`config.mk`:
```
export PLATFORM = sky130hd
export DESIGN_NAME = univ_shift_reg
export DESIGN_NICKNAME = d
export VERILOG_FILES = /design/src/rtl/univ_shift_reg.sv
export SDC_FILE = /design/constraint.sdc
export NUM_CORES = 1
export LEC_CHECK = 0
export CORE_ASPECT_RATIO = 1.1
export CORE_UTILIZATION = 25
export CTS_CLUSTER_SIZE = 25
export DETAILED_ROUTE_END_ITERATION = 10
export PLACE_DENSITY = 0.45
export REMOVE_ABC_BUFFERS = 1
export SLEW_MARGIN = 20
export SYNTH_ARGS = -nofsm -noshare
export SYNTH_HDL_FRONTEND = slang
export SYNTH_SLANG_ARGS = --single-unit
```
`constraint.sdc`:
```
create_clock -name clk -period 1.4 [get_ports clk]
set_input_delay 0.28 -clock clk [delete_from_list [all_inputs] [get_ports clk]]
set_output_delay 0.28 -clock clk [all_outputs]
set_load 0.03 [all_outputs]
```
`src/rtl/univ_shift_reg.sv`:
```
// univ_shift_reg: WIDTH-bit general-purpose data/shift register.
// It supports parallel load, clear and set, single-step shift and rotate, and a
// multi-cycle shift-by-N engine that reports progress through busy and done.
//
// Ports:
//   clk     rising-edge clock
//   rst     asynchronous, active-high reset
//   en      single-step enable (accepted only while idle)
//   mode    0 HOLD, 1 LOAD, 2 SHL, 3 SHR, 4 ROL, 5 ROR, 6 CLR, 7 SET
//   d       parallel load data
//   sin     serial input: SHL shifts it into bit 0, SHR into bit WIDTH-1
//   start   launches a multi-step shift of amt steps (accepted only while idle)
//   amt     number of steps for start
//   q       register value
//   q_bar   always ~q
//   sout_l  q[WIDTH-1]
//   sout_r  q[0]
//   busy    a multi-step operation is in progress
//   done    one-cycle pulse when a multi-step operation completes
module univ_shift_reg #(
    parameter int unsigned       WIDTH   = 8,
    parameter logic [WIDTH-1:0]  RST_VAL = '0
) (
    input  logic                     clk,
    input  logic                     rst,
    input  logic                     en,
    input  logic [2:0]               mode,
    input  logic [WIDTH-1:0]         d,
    input  logic                     sin,
    input  logic                     start,
    input  logic [$clog2(WIDTH):0]   amt,
    output logic [WIDTH-1:0]         q,
    output logic [WIDTH-1:0]         q_bar,
    output logic                     sout_l,
    output logic                     sout_r,
    output logic                     busy,
    output logic                     done
);

    localparam int unsigned AMT_W = $clog2(WIDTH) + 1;

    typedef enum logic [2:0] {
        MODE_HOLD = 3'd0,
        MODE_LOAD = 3'd1,
        MODE_SHL  = 3'd2,
        MODE_SHR  = 3'd3,
        MODE_ROL  = 3'd4,
        MODE_ROR  = 3'd5,
        MODE_CLR  = 3'd6,
        MODE_SET  = 3'd7
    } mode_e;

    typedef enum logic {
        ST_IDLE  = 1'b0,
        ST_SHIFT = 1'b1
    } state_e;

    state_e             state_q, state_d;
    logic [WIDTH-1:0]   data_q,  data_d;
    logic [AMT_W-1:0]   count_q, count_d;
    mode_e              op_q,    op_d;
    logic               busy_q,  busy_d;
    logic               done_q,  done_d;

    // One application of an operation to the current value.
    function automatic logic [WIDTH-1:0] step_op(
        input mode_e            op,
        input logic [WIDTH-1:0] cur,
        input logic [WIDTH-1:0] din,
        input logic             s
    );
        logic [WIDTH-1:0] res;
        res = cur;
        case (op)
            MODE_HOLD: res = cur;
            MODE_LOAD: res = din;
            MODE_SHL:  res = {cur[WIDTH-2:0], s};
            MODE_SHR:  res = {s, cur[WIDTH-1:1]};
            MODE_ROL:  res = {cur[WIDTH-2:0], cur[WIDTH-1]};
            MODE_ROR:  res = {cur[0], cur[WIDTH-1:1]};
            MODE_CLR:  res = '0;
            MODE_SET:  res = '1;
            default:   res = cur;
        endcase
        return res;
    endfunction

    // State register.
    always_ff @(posedge clk or posedge rst) begin
        if (rst) begin
            state_q <= ST_IDLE;
            data_q  <= RST_VAL;
            count_q <= '0;
            op_q    <= MODE_HOLD;
            busy_q  <= 1'b0;
            done_q  <= 1'b0;
        end else begin
            state_q <= state_d;
            data_q  <= data_d;
            count_q <= count_d;
            op_q    <= op_d;
            busy_q  <= busy_d;
            done_q  <= done_d;
        end
    end

    // Next-state logic: idle accepts start (priority) or en; shift runs the latched op.
    always_comb begin
        state_d = state_q;
        data_d  = data_q;
        count_d = count_q;
        op_d    = op_q;
        busy_d  = busy_q;
        done_d  = 1'b0;

        case (state_q)
            ST_IDLE: begin
                if (start) begin
                    if (amt == '0) begin
                        done_d = 1'b1;
                    end else if (mode_e'(mode) inside {MODE_SHL, MODE_SHR, MODE_ROL, MODE_ROR}) begin
                        state_d = ST_SHIFT;
                        count_d = amt;
                        op_d    = mode_e'(mode);
                        busy_d  = 1'b1;
                    end
                end else if (en) begin
                    data_d = step_op(mode_e'(mode), data_q, d, sin);
                end
            end
            ST_SHIFT: begin
                data_d  = step_op(op_q, data_q, d, sin);
                count_d = count_q - AMT_W'(1);
                if (count_q == AMT_W'(1)) begin
                    state_d = ST_IDLE;
                    busy_d  = 1'b0;
                    done_d  = 1'b1;
                end
            end
            default: begin
                state_d = ST_IDLE;
                busy_d  = 1'b0;
            end
        endcase
    end

    assign q      = data_q;
    assign q_bar  = ~data_q;
    assign sout_l = data_q[WIDTH-1];
    assign sout_r = data_q[0];
    assign busy   = busy_q;
    assign done   = done_q;

endmodule
```
==> key figures <==
Outcome
  • Status: finished with violations
  • Failing checks: negative setup slack

Synthesis
  • Synthesized instance count: 170
  • Synth cell count leaders: 18 x dfrtp_1, 17 x o21ai_0, 16 x inv_1
  • Post-Syn Area: 1410 µm²
  • Sequential area share after synthesis: 31.9%
  • Synthesized area per cell: 8.31 µm²
  • Post-synth EDFFs: 0
  • Netlist cell types: 44
  • Primary FF master, synth: dfrtp_1
  • Count leader, synth: dfrtp_1
  • Synthesis-stage register bit count: 18
  • Post-synth top area cell: dfrtp_1
  • Synth Warn #: 0
  • Top cells by area, synth: dfrtp_1 32%, o21ai_0 6.0%, a211oi_1 4.8%
  • FFs w/ async S/R, synth: 100%
  • Synth top area share: 31.9%

STA
  • # setup viols final: 13
  • Final setup skew: 0.00195 ns
  • Final hold vios: 0
  • Rel. slew slack: 74.2%
  • Fin crit share: 108%
  • Final WS setup: -0.119 ns
  • Crit path time final: 1.52 ns
  • Fmax: 658 MHz
  • Unrepaired setup endpoints after global routing: true
  • Pins over their slew limit: 0
  • Slew @ Worst Pin: 0.386 ns

Clock network
  • CTS buffer count: 3
  • Cts hold-fix bufs: 0
  • Clock latency on the worst-skew pair: 0.26 ns
  • CTS max path bufs: 2
  • Clk sink count: 18
  • CTS HTree Levels: 1
  • Clock slew at reported path FFs: 0.07 ns
  • CTS root buf: clkbuf_8
  • CTS tree: built

Worst setup path
  • Critical R2R Launch: op_q[1]
  • Top delay family on crit path: compound AO/OA/AOI/OAI gates
  • Worst path required time: 1.54 ns
  • CP bufs+invs: 1
  • Critical Path Max Stage Delay: 0.46 ns
  • CP Depth: 5
  • Crit path launch type: flop
  • Cell Chain, Critical Path: buf_6 -> a21o_1 -> a221oi_2 -> o32ai_1 -> mux2_4
  • R2R depth: 5
  • CP Data Arrival Time: 1.66 ns
  • Setup crit start: op_q[1]
  • Slowest stage cell, crit path: dfrtp_2
  • Crit. End Element: flop
  • Setup CP Type: reg -> reg
  • Worst-path maximum fanout: 7

Floorplanning
  • Initial Util: 26.2%
  • Die boundary height: 80.8 µm
  • Die area: 5960 µm²
  • Core Area: 5400 µm²
  • Std cell rows: 28
  • I/O pin count: 40
  • DIE WIDTH: 73.7 µm

Finish
  • Area grow syn2layout: 74.2%
  • NumNets Final: 276
  • Post-layout util: 45.6%
  • Filler cells: 563
  • Share of layout cells above drive strength 1: 46.2%
  • Antenna fix cells: 0

Routing
  • Routed wire length per instance: 15.4 µm
  • Drt first pass iters: 4
  • 1st-iter DRT viols: 87
  • Vias per inst: 4.98
  • ANT nets after route: 0
  • Via count: 1635
  • Final wirelength: 5060 µm
  • Remaining DRCs: 0

Power and ir drop
  • VDD IR max: 0.000852 V
  • Pwr dens: 2550 nW/µm²
  • Leakage: 0.00114 µW
  • Total power: 6270 µW

Placement
  • Hpwl dp: 3680 µm
  • Gpl congestion: 0.907
  • IO buf count: 39

GRT
  • GRT overflow: 0
  • Antenna violations before repair: 0
  • Overall global routing resource usage: 17.7%
  • Largest net degree at the start of global routing: 19
  • First-pass GRT wire length: 7940 µm
  • Vias in the first global route: 1694

Run
  • Max_cap viols: 0

Hold path
  • Tightest Hold Check Type: in -> async
[through the flow]
step	setup TNS (ns)	instance area, µm²	worst slack, ns	instances	hold slack, ns
floorplan	-4.05	1330	-0.508	154	0.219
global placement	-8.83	2070	-0.545	309	0.479
detailed placement	-9.02	2070	-0.594	309	0.483
CTS	-0.963	2330	-0.135	328	0.343
global route	-1.67	2460	-0.174	328	0.379
finish	-0.779	2460	-0.119	328	0.342
[timing repair]
action	4_1_cts	5_1_grt
setup endpoints to repair	20	18
cloned	1	0
endpoints found under the hold margin	0	0
pin swaps	9	23
setup buffers	14	1
gates resized for setup	47	36
[worst min-delay path: stages]
cell and delay (ns):
clkdlybuf4s50_1 0.39, inv_1 0.05, buf_4 0.27
[final timing paths]
check | end | slack [ns]
setup reg to reg | q[4] | -0.12
hold reg to reg | busy | 0.50
min in group clk | count_q[3] | 0.36
setup / recovery | q[4] | -0.12
hold / removal | busy | 0.34
max in group asynchronous | q[6] | 0.83
[registers in the layout, indices dropped and copies added (netlist names)]
signal / cells
state_q: 1
op_q: 3
count_q: 4
q: 8
busy: 1
done: 1
[cell usage in the layout, fill, tap and decap left out, types with 6 or more instances in the layout]
| cell type | Yosys | final |
|---|---|---|
| buf_4 | 2 | 58 |
| buf_6 | 1 | 16 |
| inv_1 | 16 | 15 |
| dfrtp_1 | 18 | 14 |
| nor2_1 | 15 | 13 |
| o21ai_0 | 17 | 10 |
| clkdlybuf4s50_1 | 0 | 10 |
| o21ai_1 | 3 | 8 |
| a21o_1 | 7 | 7 |
| dlygate4sd2_1 | 0 | 7 |
| a221oi_2 | 0 | 6 |
| a21oi_1 | 8 | 6 |
[per-layer routing]
| layer | vias to the layer above | part of all wire [%] | global-route usage, % |
|---|---|---|---|
| li1 | 790 | - | - |
| met4 | 0 | 3.3 | 9.42 |
| met2 | 55 | 52 | 31.7 |
| met5 | - | 0 | 0 |
| met3 | 17 | 3.9 | 1.99 |
| met1 | 773 | 41 | 20.3 |
[layout make-up]
| cell class | count | area, µm² | share of cell area (%) |
|---|---|---|---|
| multi-input cells | 120 | 987 | 40.1 |
| repair buffers | 95 | 810 | 32.9 |
| flip-flops and latches | 18 | 455 | 18.5 |
| well taps | 75 | 93.8 | 3.81 |
| inverters | 16 | 60.1 | 2.44 |
| clock buffers | 4 | 55.1 | 2.24 |
[power breakdown]
group          internal [µW]  switching, µW
Combinational           2320           2320
Clock                    250            189
Sequential               815            378
Total                   3380           2890
[kinds of logic (layout without fill, tap and decap cells)]
| kind of cell | after synthesis | in the layout | synth area share [%] |
|---|---|---|---|
| buffers and inverters | 32 | 115 | 10.4 |
| AND/OR/NAND/NOR | 38 | 38 | 14.4 |
| flip-flops | 18 | 18 | 31.9 |
| AO/OA/AOI/OAI | 71 | 71 | 34.9 |
| adder cells (fa/ha/maj) | 2 | 2 | 1.77 |
| XOR/XNOR | 2 | 2 | 1.24 |
| multiplexers | 7 | 7 | 5.40 |
(Power assumes the default switching activity.)
